[config.mk]
export PLATFORM = sky130hd
export DESIGN_NAME = bin_to_bcd_seq
export DESIGN_NICKNAME = d
export VERILOG_FILES = /design/src/rtl/bcd_pkg.sv /design/src/rtl/bcd_digit_adj.sv /design/src/rtl/bin_to_bcd_seq.sv
export SDC_FILE = /design/constraint.sdc
export NUM_CORES = 1
export LEC_CHECK = 0
export BUFFER_PORTS_ARGS = -buffer_cell sky130_fd_sc_hd__buf_2
export CORE_MARGIN = 2
export CORE_UTILIZATION = 35
export DETAILED_ROUTE_END_ITERATION = 16
export PLACE_DENSITY = 0.59
export SYNTH_ARGS = -nofsm -noshare
export SYNTH_HDL_FRONTEND = slang
export SYNTH_SLANG_ARGS = --single-unit
export TNS_END_PERCENT = 1
[constraint.sdc]
create_clock -name clk -period 3.1 [get_ports clk]
set_input_delay 0.31 -clock clk [delete_from_list [all_inputs] [get_ports clk]]
set_output_delay 0.31 -clock clk [all_outputs]
set_load 0.1 [all_outputs]
[src/rtl/bcd_pkg.sv]
// Shared types and constants for the sequential binary-to-BCD converter.
package bcd_pkg;

    typedef logic [3:0] bcd_digit_t;

    typedef enum logic [1:0] {
        IDLE,
        SHIFT,
        DONE
    } conv_state_t;

    localparam bcd_digit_t BCD_NINE = 4'h9;

    // Enough internal digits to hold 2^width-1, never fewer than the presented digits.
    function automatic int unsigned int_digits(input int unsigned width,
                                               input int unsigned digits);
        int unsigned need;
        need = (width + 2) / 3;
        return (digits > need) ? digits : need;
    endfunction

endpackage

[src/rtl/bcd_digit_adj.sv]
// Double-dabble digit correction: add 3 to any digit of 5 or more before the shift.
module bcd_digit_adj
    import bcd_pkg::*;
(
    input  bcd_digit_t digit_i,
    output bcd_digit_t digit_o
);

    // Pre-shift correction so the doubled digit carries correctly into the next one.
    always_comb begin
        digit_o = (digit_i >= 4'd5) ? bcd_digit_t'(digit_i + 4'd3) : digit_i;
    end

endmodule

[src/rtl/bin_to_bcd_seq.sv]
// Sequential shift-and-add-3 binary-to-BCD converter, one input bit per clock,
// with valid/ready handshakes, overflow saturation and leading-zero blank flags.
module bin_to_bcd_seq
    import bcd_pkg::*;
#(
    parameter int unsigned BIN_WIDTH = 8,
    parameter int unsigned DIGITS    = 3
) (
    input  logic                  clk,
    input  logic                  resetN,
    input  logic                  inValid,
    output logic                  inReady,
    input  logic [BIN_WIDTH-1:0]  binIn,
    output logic                  outValid,
    input  logic                  outReady,
    output logic [4*DIGITS-1:0]   bcdOut,
    output logic                  overflow,
    output logic [DIGITS-1:0]     blank
);

    localparam int unsigned IntDigits = int_digits(BIN_WIDTH, DIGITS);
    localparam int unsigned BcdW      = 4 * IntDigits;
    localparam int unsigned ScrW      = BcdW + BIN_WIDTH;
    localparam int unsigned CntW      = $clog2(BIN_WIDTH + 1);

    conv_state_t           state_q, state_d;
    logic [ScrW-1:0]       scratch_q, scratch_d;
    logic [CntW-1:0]       cnt_q, cnt_d;
    logic [4*DIGITS-1:0]   bcd_q, bcd_d;
    logic                  ovf_q, ovf_d;
    logic [DIGITS-1:0]     blank_q, blank_d;

    // Scratch layout: BCD digits above, remaining binary bits below.
    logic [ScrW-1:0]       adj;
    logic [ScrW-1:0]       shifted;
    logic [4*DIGITS-1:0]   res_bcd;
    logic                  res_ovf;
    logic [DIGITS-1:0]     res_blank;

    assign adj[BIN_WIDTH-1:0] = scratch_q[BIN_WIDTH-1:0];

    for (genvar g = 0; g < int'(IntDigits); g++) begin : g_adj
        bcd_digit_adj u_adj (
            .digit_i (scratch_q[BIN_WIDTH+4*g +: 4]),
            .digit_o (adj[BIN_WIDTH+4*g +: 4])
        );
    end

    assign shifted = adj << 1;

    // Final result derived from the value the last shift will produce.
    always_comb begin
        logic all_zero;
        res_ovf   = 1'b0;
        res_blank = '0;
        all_zero  = 1'b1;
        for (int unsigned i = DIGITS; i < IntDigits; i++) begin
            if (shifted[BIN_WIDTH+4*i +: 4] != 4'd0) res_ovf = 1'b1;
        end
        for (int i = int'(DIGITS) - 1; i >= 1; i--) begin
            if (shifted[BIN_WIDTH+4*i +: 4] != 4'd0) all_zero = 1'b0;
            res_blank[i] = all_zero;
        end
        if (res_ovf) begin
            res_bcd   = {DIGITS{BCD_NINE}};
            res_blank = '0;
        end else begin
            res_bcd   = shifted[BIN_WIDTH +: 4*DIGITS];
        end
    end

    // Next-state logic: load in IDLE, shift BIN_WIDTH times, hold result in DONE.
    always_comb begin
        state_d   = state_q;
        scratch_d = scratch_q;
        cnt_d     = cnt_q;
        bcd_d     = bcd_q;
        ovf_d     = ovf_q;
        blank_d   = blank_q;
        unique case (state_q)
            IDLE: begin
                if (inValid) begin
                    scratch_d = {{BcdW{1'b0}}, binIn};
                    cnt_d     = CntW'(BIN_WIDTH);
                    state_d   = SHIFT;
                end
            end
            SHIFT: begin
                scratch_d = shifted;
                cnt_d     = cnt_q - CntW'(1);
                if (cnt_q == CntW'(1)) begin
                    state_d = DONE;
                    bcd_d   = res_bcd;
                    ovf_d   = res_ovf;
                    blank_d = res_blank;
                end
            end
            DONE: begin
                if (outReady) state_d = IDLE;
            end
            default: state_d = IDLE;
        endcase
    end

    // State, datapath and result registers.
    always_ff @(posedge clk or negedge resetN) begin
        if (!resetN) begin
            state_q   <= IDLE;
            scratch_q <= '0;
            cnt_q     <= '0;
            bcd_q     <= '0;
            ovf_q     <= 1'b0;
            blank_q   <= '0;
        end else begin
            state_q   <= state_d;
            scratch_q <= scratch_d;
            cnt_q     <= cnt_d;
            bcd_q     <= bcd_d;
            ovf_q     <= ovf_d;
            blank_q   <= blank_d;
        end
    end

    assign inReady  = (state_q == IDLE);
    assign outValid = (state_q == DONE);
    assign bcdOut   = bcd_q;
    assign overflow = ovf_q;
    assign blank    = blank_q;

endmodule

==> summary.json, run 1 <==
{
  "worst-r2r-cell-count": {"value": 3},
  "avgViaCountPerCell": {"value": 4.89},
  "skew": {"value": 0.00667, "unit": "ns"},
  "postRouteAntennaNets": {"value": 0},
  "maximum_capacitance_violations": {"value": 0},
  "postCtsSetupBuffers": {"value": 0},
  "layout.nets": {"value": 255},
  "overflow": {"value": 0},
  "die_area": {"value": 0.00638, "unit": "mm²"},
  "maxClockFrequency": {"value": 491, "unit": "MHz"},
  "tritoncts_num_sinks": {"value": 40},
  "first_global_vias": {"value": 1515},
  "flop_to_flop_setup_slack": {"value": 1.07, "unit": "ns"},
  "ctsHtreeMaxLevel": {"value": 2},
  "tritoncts.num_buffers": {"value": 5},
  "cts_clock_pin_slew_for_the_worst_setup_and_hold_paths": {"value": 0.08, "unit": "ns"},
  "detail_route.iter0.violations": {"value": 96},
  "ys.warnings.count": {"value": 0},
  "crit_path_category": {"value": "reg2out"},
  "clock_tree_from_tritoncts": {"value": "yes"},
  "synthCells": {"value": 208},
  "result_of_the_run": {"value": "completed"},
  "initial_core_util": {"value": 0.364},
  "routed_wirelength": {"value": 3.95, "unit": "mm"},
  "finalWeightedCongestion": {"value": 0.770},
  "count_of_final_setup_violators": {"value": 0},
  "pre_repair_dr_iteration_count": {"value": 4},
  "worstMarginPinSlew": {"value": 0.906, "unit": "ns"},
  "cp_launch_point": {"value": "state_q[1]"},
  "crit_end": {"value": "outValid"},
  "drc": {"value": 0},
  "dp.final_hpwl": {"value": 2.67, "unit": "mm"},
  "met2_wirelength": {"value": 1.79, "unit": "mm"},
  "r2r-end": {"value": "bcdOut[1]"},
  "die_width": {"value": 79.9, "unit": "µm"},
  "dr_total_vias": {"value": 1506},
  "cts.path.max_buffers": {"value": 2},
  "synth_seq_cells": {"value": 40},
  "final_layout_size_suffix_gt1_frac": {"value": 0.208},
  "crit_path_start_kind": {"value": "register"},
  "grt_start_max_net_pins": {"value": 41},
  "global_route_wire_length_before_repair": {"value": 7.06, "unit": "mm"},
  "seq_area_frac_synth": {"value": 0.497},
  "route.met3.wl": {"value": 190, "unit": "µm"},
  "kind_of_end_point_of_the_critical_path": {"value": "output port"},
  "layout_commonest_cell": {"value": "sky130_fd_sc_hd__dfrtp_1"},
  "r2r-start": {"value": "state_q[1]"},
  "cts_root_buf": {"value": "sky130_fd_sc_hd__clkbuf_8"},
  "antenna_found_initial": {"value": 0},
  "final.period_utilization": {"value": 0.657},
  "timing.hold.worst.class": {"value": "in2async"},
  "area_delta_synth_final": {"value": 15.7, "unit": "%"},
  "cts_hold_buffers": {"value": 0},
  "clock_latency": {"value": 0.30, "unit": "ns"},
  "slew_violations": {"value": 0},
  "layout.filler_cells": {"value": 565},
  "global_route_usage_over_all_layers": {"value": 0.144},
  "timing.max_slew.rel_slack": {"value": 0.396},
  "grt_setup_unrepaired": {"value": "no"},
  "cts_resized": {"value": 0},
  "core.rowCount": {"value": 27},
  "syn-mean-instance-area": {"value": 9.68, "unit": "µm²"},
  "highest-signal-layer": {"value": "met4"},
  "worst-path-max-fanout": {"value": 18},
  "mostFrequentLayoutCells": {"value": "40 x sky130_fd_sc_hd__dfrtp_1, 36 x sky130_fd_sc_hd__nand2_1, 31 x sky130_fd_sc_hd__o21ai_0, 27 x sky130_fd_sc_hd__buf_2, 17 x sky130_fd_sc_hd__a21oi_1"},
  "antenna_cells": {"value": 0},
  "post_synth_instance_area": {"value": 0.00201, "unit": "mm²"},
  "die_height": {"value": 79.9, "unit": "µm"},
  "core_area": {"value": 0.00554, "unit": "mm²"},
  "required": {"value": 2.79, "unit": "ns"},
  "drt-wirelength-per-cell": {"value": 12.8, "unit": "µm"},
  "worstPathArrival": {"value": 1.73, "unit": "ns"},
  "synth_cell_type_count": {"value": 34},
  "port_buffers": {"value": 27},
  "min_period": {"value": 2.04, "unit": "ns"},
  "final_hold_viol_count": {"value": 0},
  "num_io_pins": {"value": 30},
  "timing.setup.tns": {"value": 0, "unit": "ns"},
  "detail_route.wirelength.met1": {"value": 1.89, "unit": "mm"}
}
[cell usage after synthesis]
master	count	area, µm²
sky130_fd_sc_hd__mux2_2	7	78.8
sky130_fd_sc_hd__mux2i_1	1	10.0
sky130_fd_sc_hd__or3b_2	1	8.76
sky130_fd_sc_hd__nand2b_1	4	25.0
sky130_fd_sc_hd__a211o_1	1	8.76
sky130_fd_sc_hd__ha_1	8	100
sky130_fd_sc_hd__buf_2	1	5.00
sky130_fd_sc_hd__nand3b_1	2	15.0
sky130_fd_sc_hd__a21oi_1	17	85.1
sky130_fd_sc_hd__nor3_1	1	5.00
sky130_fd_sc_hd__or2b_1	1	7.51
sky130_fd_sc_hd__buf_4	2	15.0
sky130_fd_sc_hd__a22o_1	4	35.0
sky130_fd_sc_hd__buf_6	1	11.3
sky130_fd_sc_hd__o21ai_0	31	155
sky130_fd_sc_hd__nor2_1	6	22.5
sky130_fd_sc_hd__o21bai_1	1	7.51
sky130_fd_sc_hd__nor2b_1	1	6.26
sky130_fd_sc_hd__o41ai_2	1	16.3
sky130_fd_sc_hd__inv_1	11	41.3
sky130_fd_sc_hd__a21boi_0	1	7.51
sky130_fd_sc_hd__a2111oi_0	1	8.76
sky130_fd_sc_hd__conb_1	1	3.75
sky130_fd_sc_hd__nor3b_4	1	18.8
sky130_fd_sc_hd__nand2_1	36	135
sky130_fd_sc_hd__dfrtp_1	40	1000
sky130_fd_sc_hd__a21o_1	2	15.0
sky130_fd_sc_hd__and2_1	1	6.26
sky130_fd_sc_hd__clkbuf_1	6	22.5
sky130_fd_sc_hd__a31oi_1	1	6.26
sky130_fd_sc_hd__nand4_2	1	12.5
sky130_fd_sc_hd__xnor2_1	3	26.3
sky130_fd_sc_hd__nor3b_1	11	82.6
sky130_fd_sc_hd__and2b_2	1	8.76
[flip-flops by register name, indices dropped and copies added, names as in the netlist]
signal     cells
scratch_q     20
cnt_q          4
state_q        2
blank          2
bcdOut        12
[area by class of cell]
| class | instances | area [µm²] | share of cell area |
|---|---|---|---|
| multi-input combinational | 148 | 922 | 0.396 |
| inverter | 11 | 41.3 | 0.0177 |
| clock buffer | 7 | 96.3 | 0.0413 |
| sequential | 40 | 1000 | 0.429 |
| tap | 72 | 90.1 | 0.0386 |
| clock inverter | 1 | 30.0 | 0.0129 |
| timing repair buffer | 29 | 150 | 0.0644 |
[stage by stage]
| step | utilization | hold slack (ns) | cells | instance area (µm²) | setup WS (ns) |
|---|---|---|---|---|---|
| floorplan | - | 0.0144 | 209 | 2020 | 0.869 |
| global placement | 0.398 | 0.458 | 300 | 2200 | 1.09 |
| detailed placement | 0.398 | 0.458 | 300 | 2200 | 1.03 |
| CTS | 0.421 | 0.180 | 308 | 2330 | 1.02 |
| global route | 0.421 | 0.206 | 308 | 2330 | 0.889 |
| finish | 0.421 | 0.135 | 308 | 2330 | 1.06 |
[cells by family (layout without fill, tap and decap cells)]
group / after synthesis / after routing / synth area share
mux: 8 / 8 / 0.0441
xor+xnor: 3 / 3 / 0.0130
simple gates: 67 / 67 / 0.176
compound gates: 60 / 60 / 0.171
buf+inv: 21 / 48 / 0.0472
fa+ha+maj: 8 / 8 / 0.0497
flops: 40 / 40 / 0.497
other cells: 1 / 2 / 0.00186
[per-layer routing]
metal | track usage | up-vias
met5 | 0 | -
met4 | 0.0661 | 0
met3 | 0.0351 | 8
met2 | 0.228 | 29
met1 | 0.185 | 710
li1 | - | 759
[critical path, cell delays in order (launching register included)]
cell                      delay (ns)
sky130_fd_sc_hd__dfrtp_1        0.67
sky130_fd_sc_hd__or2b_1         0.29
sky130_fd_sc_hd__inv_1          0.05
sky130_fd_sc_hd__buf_2          0.41
[worst min path at each step]
stage | from | cells past startpoint | end | slack [ns]
floorplan | resetN | 0 | bcdOut[0] | 0.01
global placement | bcdOut[6] | 2 | bcdOut[6] | 0.46
detailed placement | blank[1] | 2 | blank[1] | 0.46
CTS | resetN | 1 | cnt_q[1] | 0.18
global route | outReady | 2 | state_q[1] | 0.21
finish | resetN | 1 | scratch_q[3] | 0.13
Power of run 1 is left out: the tool's default activity adds up to more than one toggle a clock period on the data nets, which glitch-free logic cannot reach.
==> run 2: changes to the inputs <==
Clock period 3.1 ns to 1.98 ns, I/O delays scaled along.
==> run 2 against run 1 <==
Net effect:
- critical endpoint is now bcdOut[10]
- non-clock buffer count grew 5
- die area is the same
- critical path depth grew 3
- via count grew 1.0%
==> summary.json, run 2 (synthesis gave the netlist of run 1 again) <==
{
  "result_of_the_run": {"value": "completed"},
  "crit_chain": {"value": "inv_1 > ha_1 > nand2b_1 > a21oi_1 > mux2_2 > o21ai_0"},
  "avgViaCountPerCell": {"value": 4.86, "change": "-0.62%"},
  "worstPathArrival": {"value": 1.97, "unit": "ns", "change": "+0.24 ns"},
  "dp.final_hpwl": {"value": 2.73, "unit": "mm", "change": "+2.3%"},
  "pre_repair_dr_iteration_count": {"value": 4, "change": "unchanged"},
  "tritoncts_num_sinks": {"value": 40, "change": "unchanged"},
  "cts_resized": {"value": 0, "change": "unchanged"},
  "timing.max_slew.rel_slack": {"value": 0.656, "change": "+0.261"},
  "num_io_pins": {"value": 30, "change": "unchanged"},
  "global_route_wire_length_before_repair": {"value": 6.93, "unit": "mm", "change": "-1.8%"},
  "setup_ws": {"value": 0.204, "unit": "ns", "change": "-0.859 ns"},
  "post_layout_nonfiller_instances": {"value": 313, "change": "+1.6%"},
  "timing.setup.tns": {"value": 0, "unit": "ns", "change": "unchanged"},
  "dp_cells": {"value": 304, "change": "+1.3%"},
  "skew": {"value": 0.0102, "unit": "ns", "change": "+0.00356 ns"},
  "grt_start_max_net_pins": {"value": 41, "change": "unchanged"},
  "core_area": {"value": 0.00554, "unit": "mm²", "change": "unchanged"},
  "overflow": {"value": 0, "change": "unchanged"},
  "first_global_vias": {"value": 1489, "change": "-1.7%"},
  "critical_path.top_delay_family": {"value": "compound AO/OA/AOI/OAI gates"},
  "maximum_capacitance_violations": {"value": 0, "change": "unchanged"},
  "die_width": {"value": 79.9, "unit": "µm", "change": "unchanged"},
  "timing.hold.worst.class": {"value": "in2reg"},
  "antenna_found_initial": {"value": 0, "change": "unchanged"},
  "worst_hold_slack": {"value": 0.112, "unit": "ns", "change": "-0.0229 ns"},
  "dr_total_vias": {"value": 1521, "change": "+1.0%"},
  "crit_buf_inv": {"value": 1, "change": "-1"},
  "count_of_final_setup_violators": {"value": 0, "change": "unchanged"},
  "finalWeightedCongestion": {"value": 0.744, "change": "-3.4%"},
  "registers.top_by_ff_count": {"value": "scratch_q"},
  "maxClockFrequency": {"value": 563, "unit": "MHz"},
  "ctsHtreeMaxLevel": {"value": 2, "change": "unchanged"},
  "layout_commonest_cell": {"value": "sky130_fd_sc_hd__dfrtp_1"},
  "routed_wirelength": {"value": 3.93, "unit": "mm", "change": "-0.58%"},
  "cts_root_buf": {"value": "sky130_fd_sc_hd__clkbuf_8"},
  "initial_core_util": {"value": 0.364, "change": "unchanged"},
  "cts_clock_pin_slew_for_the_worst_setup_and_hold_paths": {"value": 0.08, "unit": "ns", "change": "about the same"},
  "layout.nets": {"value": 260, "change": "+2.0%"},
  "port_buffers": {"value": 27, "change": "unchanged"},
  "final_hold_viol_count": {"value": 0, "change": "unchanged"},
  "antenna_cells": {"value": 0, "change": "unchanged"},
  "die_area": {"value": 0.00638, "unit": "mm²", "change": "unchanged"},
  "kind_of_end_point_of_the_critical_path": {"value": "register"},
  "area_delta_synth_final": {"value": 19.4, "unit": "%"},
  "post-place-ws": {"value": 0.240, "unit": "ns", "change": "-0.787 ns"},
  "grt_setup_unrepaired": {"value": "no"},
  "cts.path.max_buffers": {"value": 2, "change": "unchanged"},
  "worstMarginPinSlew": {"value": 0.515, "unit": "ns", "change": "-0.391 ns"},
  "drt-wirelength-per-cell": {"value": 12.6, "unit": "µm", "change": "-2.2%"},
  "detail_route.iter0.violations": {"value": 60, "change": "-38%"},
  "clock_tree_from_tritoncts": {"value": "yes"},
  "tritoncts.num_buffers": {"value": 5, "change": "unchanged"},
  "largest_register_ffs": {"value": 20, "change": "unchanged"},
  "global_route_usage_over_all_layers": {"value": 0.138, "change": "-0.00558"},
  "postRouteAntennaNets": {"value": 0, "change": "unchanged"},
  "drc": {"value": 0, "change": "unchanged"},
  "final.period_utilization": {"value": 0.897},
  "core.rowCount": {"value": 27, "change": "unchanged"},
  "clock_latency": {"value": 0.29, "unit": "ns", "change": "about the same"},
  "mostFrequentLayoutCells": {"value": "40 x sky130_fd_sc_hd__dfrtp_1, 36 x sky130_fd_sc_hd__nand2_1, 31 x sky130_fd_sc_hd__o21ai_0, 27 x sky130_fd_sc_hd__buf_2, 17 x sky130_fd_sc_hd__a21oi_1"},
  "crit_path_start_kind": {"value": "register"},
  "required": {"value": 2.17, "unit": "ns", "change": "-0.62 ns"},
  "crit_path_category": {"value": "reg2reg"},
  "cpPeakStageDelay": {"value": 0.43, "unit": "ns", "change": "-0.24 ns"},
  "slew_violations": {"value": 0, "change": "unchanged"},
  "die_height": {"value": 79.9, "unit": "µm", "change": "unchanged"},
  "critical-path-slowest-cell": {"value": "sky130_fd_sc_hd__dfrtp_1"},
  "worst-path-max-fanout": {"value": 5, "change": "-13"},
  "min_period": {"value": 1.78, "unit": "ns"},
  "final_layout_size_suffix_gt1_frac": {"value": 0.224, "change": "+0.0164"}
}
## run 2: path summary, 6_finish.rpt
| kind | from | end | slack, ns | depth (start not counted) |
|---|---|---|---|---|
| min in group asynchronous | resetN | bcdOut[5] | 0.50 | 3 |
| worst min register to register | bcdOut[8] | bcdOut[8] | 0.47 | 2 |
| worst max-delay path | scratch_q[16] | bcdOut[10] | 0.20 | 6 |
| max in group asynchronous | resetN | bcdOut[6] | 1.13 | 3 |
| worst min-delay path | outReady | state_q[1] | 0.11 | 2 |
| worst max register to register | scratch_q[16] | bcdOut[10] | 0.20 | 6 |
## run 2: area by class of cell
type	count	area [µm²]
well taps	72	90.1
inverters	11	41.3
fillers	556	3130
flip-flops and latches	40	1000
repair buffers	34	190
clock buffers	5	68.8
clock inverters	3	90.1
multi-input cells	148	925
## run 2: metal layers
layer | wire (µm) | up-vias | track usage | part of all wire
li1 | - | 775 | - | -
met1 | 1900 | 715 | 0.182 | 0.48
met2 | 1820 | 27 | 0.226 | 0.46
met3 | 180 | 4 | 0.0362 | 0.046
met4 | 33 | 0 | 0.0356 | 0.0084
met5 | 0 | - | 0 | 0
## run 2: worst register-to-register path, cell delays in order (launching register included)
cell	delay, ns
sky130_fd_sc_hd__dfrtp_1	0.43
sky130_fd_sc_hd__inv_1	0.11
sky130_fd_sc_hd__ha_1	0.19
sky130_fd_sc_hd__nand2b_1	0.07
sky130_fd_sc_hd__a21oi_1	0.32
sky130_fd_sc_hd__mux2_2	0.39
sky130_fd_sc_hd__o21ai_0	0.19
## run 2: per-stage QoR
stage | util | cell area (µm²)
floorplan | - | 2020
global placement | 0.404 | 2240
detailed placement | 0.404 | 2240
CTS | 0.434 | 2410
global route | 0.434 | 2410
finish | 0.434 | 2410
## run 2: what timing repair did
action                    in CTS  in global routing
hold endpoints to repair      40                  0
hold buffers                   1                  0
buffers inserted               0                  0
Power of run 2 is left out for the same reason.
==> run 3: changes to the inputs <==
Settings changed: CORE_ASPECT_RATIO from default to 0.8, PLACE_DENSITY 0.59 to 0.6, SYNTH_HIERARCHICAL from default to 1.
==> run 3 against run 2 <==
Net effect:
- die area decreased by 4.0%
- sequential share of layout area increased by 1.5 points
- final area decreased by 3.3%
- setup slack got worse by 0.13 ns
- non-clock buffer count increased by 6
- cell count decreased by 11%
- worst hold slack got worse by 0.022 ns
- maximum frequency decreased by 6.6%
- first-iteration DRC count increased by 25%
- critical path type unchanged
- largest cell class unchanged
==> summary.json, run 3 <==
{
  "final_hold_viol_count": {"value": 0, "change": "unchanged"},
  "ctsHtreeMaxLevel": {"value": 2, "change": "unchanged"},
  "overflow": {"value": 0, "change": "unchanged"},
  "tritoncts.num_buffers": {"value": 5, "change": "unchanged"},
  "layout_commonest_cell": {"value": "sky130_fd_sc_hd__dfrtp_1"},
  "tritoncts_num_sinks": {"value": 40, "change": "unchanged"},
  "num_io_pins": {"value": 30, "change": "unchanged"},
  "pre_repair_dr_iteration_count": {"value": 4, "change": "unchanged"},
  "synthCells": {"value": 172, "change": "-17%"},
  "ys.warnings.count": {"value": 6, "change": "+6"},
  "global_route_wire_length_before_repair": {"value": 6.55, "unit": "mm", "change": "-5.6%"},
  "core.rowCount": {"value": 24, "change": "-11%"},
  "global_route_usage_over_all_layers": {"value": 0.136, "change": "-0.00246"},
  "worst-r2r-cell-count": {"value": 7, "change": "+1"},
  "flop_to_flop_setup_slack": {"value": 0.08, "unit": "ns", "change": "-0.13 ns"},
  "final.period_utilization": {"value": 0.960, "change": "+0.0635"},
  "grt_start_max_net_pins": {"value": 41, "change": "unchanged"},
  "cpPeakStageDelay": {"value": 0.54, "unit": "ns", "change": "+0.11 ns"},
  "detail_route.iter0.violations": {"value": 75, "change": "+25%"},
  "worst_hold_slack": {"value": 0.0895, "unit": "ns", "change": "-0.0225 ns"},
  "die_height": {"value": 70.4, "unit": "µm", "change": "-12%"},
  "core_area": {"value": 0.00538, "unit": "mm²", "change": "-3.0%"},
  "count_of_final_setup_violators": {"value": 0, "change": "unchanged"},
  "area_delta_synth_final": {"value": 20.6, "unit": "%"},
  "antenna_cells": {"value": 0, "change": "unchanged"},
  "skew": {"value": 0.00344, "unit": "ns", "change": "-0.00679 ns"},
  "antenna_found_initial": {"value": 0, "change": "unchanged"},
  "r2r-start": {"value": "scratch_q[16]"},
  "timing.max_slew.rel_slack": {"value": 0.664, "change": "+0.00797"},
  "maxClockFrequency": {"value": 526, "unit": "MHz", "change": "-6.6%"},
  "required": {"value": 2.21, "unit": "ns", "change": "+0.04 ns"},
  "drt-wirelength-per-cell": {"value": 13.7, "unit": "µm", "change": "+8.8%"},
  "crit_path_category": {"value": "reg2reg"},
  "largest_register_ffs": {"value": 20, "change": "unchanged"},
  "worstPathArrival": {"value": 2.13, "unit": "ns", "change": "+0.16 ns"},
  "result_of_the_run": {"value": "completed"},
  "avgViaCountPerCell": {"value": 4.95, "change": "+1.9%"},
  "initial_core_util": {"value": 0.359, "change": "-0.00466"},
  "cp_launch_point": {"value": "scratch_q[16]"},
  "maximum_capacitance_violations": {"value": 0, "change": "unchanged"},
  "cts_root_buf": {"value": "sky130_fd_sc_hd__clkbuf_8"},
  "dr_total_vias": {"value": 1377, "change": "-9.5%"},
  "routed_wirelength": {"value": 3.80, "unit": "mm", "change": "-3.4%"},
  "setup_ws": {"value": 0.0782, "unit": "ns", "change": "-0.126 ns"},
  "mostFrequentLayoutCells": {"value": "39 x sky130_fd_sc_hd__dfrtp_1, 27 x sky130_fd_sc_hd__buf_2, 20 x sky130_fd_sc_hd__nand2_1, 13 x sky130_fd_sc_hd__a22o_1, 13 x sky130_fd_sc_hd__o21ai_0"},
  "worstHoldStart": {"value": "outReady"},
  "crit_path_start_kind": {"value": "register"},
  "worstMarginPinSlew": {"value": 0.504, "unit": "ns", "change": "-0.0119 ns"},
  "timing.setup.tns": {"value": 0, "unit": "ns", "change": "unchanged"},
  "slew_violations": {"value": 0, "change": "unchanged"},
  "postRouteAntennaNets": {"value": 0, "change": "unchanged"},
  "final_layout_size_suffix_gt1_frac": {"value": 0.310, "change": "+0.0858"},
  "crit_chain": {"value": "ha_1 > nand2b_1 > a21oi_4 > mux2i_2 > or4_4 > nor2_1 > mux2_1"},
  "critical-path-slowest-cell": {"value": "sky130_fd_sc_hd__or4_4"},
  "clock_tree_from_tritoncts": {"value": "yes"},
  "syn-mean-instance-area": {"value": 11.2, "unit": "µm²", "change": "+16%"},
  "cts.path.max_buffers": {"value": 2, "change": "unchanged"},
  "cts_clock_pin_slew_for_the_worst_setup_and_hold_paths": {"value": 0.08, "unit": "ns", "change": "about the same"},
  "kind_of_end_point_of_the_critical_path": {"value": "register"},
  "clock_latency": {"value": 0.29, "unit": "ns", "change": "about the same"},
  "dp.final_hpwl": {"value": 2.48, "unit": "mm", "change": "-9.4%"},
  "min_period": {"value": 1.90, "unit": "ns", "change": "+0.126 ns"},
  "port_buffers": {"value": 27, "change": "unchanged"},
  "post-place-ws": {"value": 0.0421, "unit": "ns", "change": "-0.198 ns"},
  "hold_path_depth": {"value": 2, "change": "unchanged"},
  "die_area": {"value": 0.00613, "unit": "mm²", "change": "-4.0%"},
  "finalWeightedCongestion": {"value": 0.789, "change": "+6.1%"},
  "layout.filler_cells": {"value": 508, "change": "-8.6%"},
  "die_width": {"value": 87.0, "unit": "µm", "change": "+8.9%"},
  "drc": {"value": 0, "change": "unchanged"},
  "timing.hold.worst.class": {"value": "in2reg"},
  "worst-path-max-fanout": {"value": 3, "change": "-2"},
  "registers.top_by_ff_count": {"value": "scratch_q"},
  "post_synth_instance_area": {"value": 0.00193, "unit": "mm²", "change": "-4.2%"},
  "layout.nets": {"value": 232, "change": "-11%"},
  "first_global_vias": {"value": 1390, "change": "-6.6%"}
}
[run 3: worst paths after layout]
| check | end |
|---|---|
| worst max-delay path | blank[1] |
| worst min-delay path | state_q[1] |
| worst max register to register | blank[1] |
| worst min register to register | scratch_q[4] |
| max in group asynchronous | scratch_q[16] |
| min in group asynchronous | bcdOut[1] |
[run 3: through the flow]
step / area, µm² / util / std cells
after detailed placement: 2170 / 0.403 / 265
after global placement: 2170 / 0.403 / 265
after CTS: 2270 / 0.422 / 274
after global routing: 2330 / 0.433 / 278
after floorplan: 1940 / - / 173
final: 2330 / 0.433 / 278
[run 3: worst max-delay path, delay by kind of cell, from the launching register on]
kind | cells | cell delay, ns
and+or+nand+nor | 3 | 0.81
DFF | 1 | 0.42
muxes | 2 | 0.23
adders and majority gates | 1 | 0.19
AOI/OAI and AO/OA | 1 | 0.18
[run 3: area by class of cell]
cell class              instances  area (µm²)  area share
flip-flops and latches         40        1000       0.431
inverters                      10        37.5      0.0161
clock buffers                   6        82.6      0.0355
well taps                      65        81.3      0.0349
multi-input cells             115         878       0.377
clock inverters                 2        10.0     0.00430
repair buffers                 40         235       0.101
[run 3: metal layers]
metal,up-vias,part of all wire,track usage
li1,673,-,-
met4,0,0.0090,0.0365
met3,5,0.041,0.0319
met1,672,0.51,0.200
met5,-,0,0
met2,27,0.44,0.200
[run 3: repair_timing]
| action | in CTS | in global routing |
|---|---|---|
| endpoints found under the hold margin | 40 | 0 |
| resized for setup | 0 | 9 |
| setup endpoints to repair | 0 | 2 |
| hold buffers | 1 | 0 |
| setup buffers | 0 | 4 |
Power of run 3 is left out for the same reason.
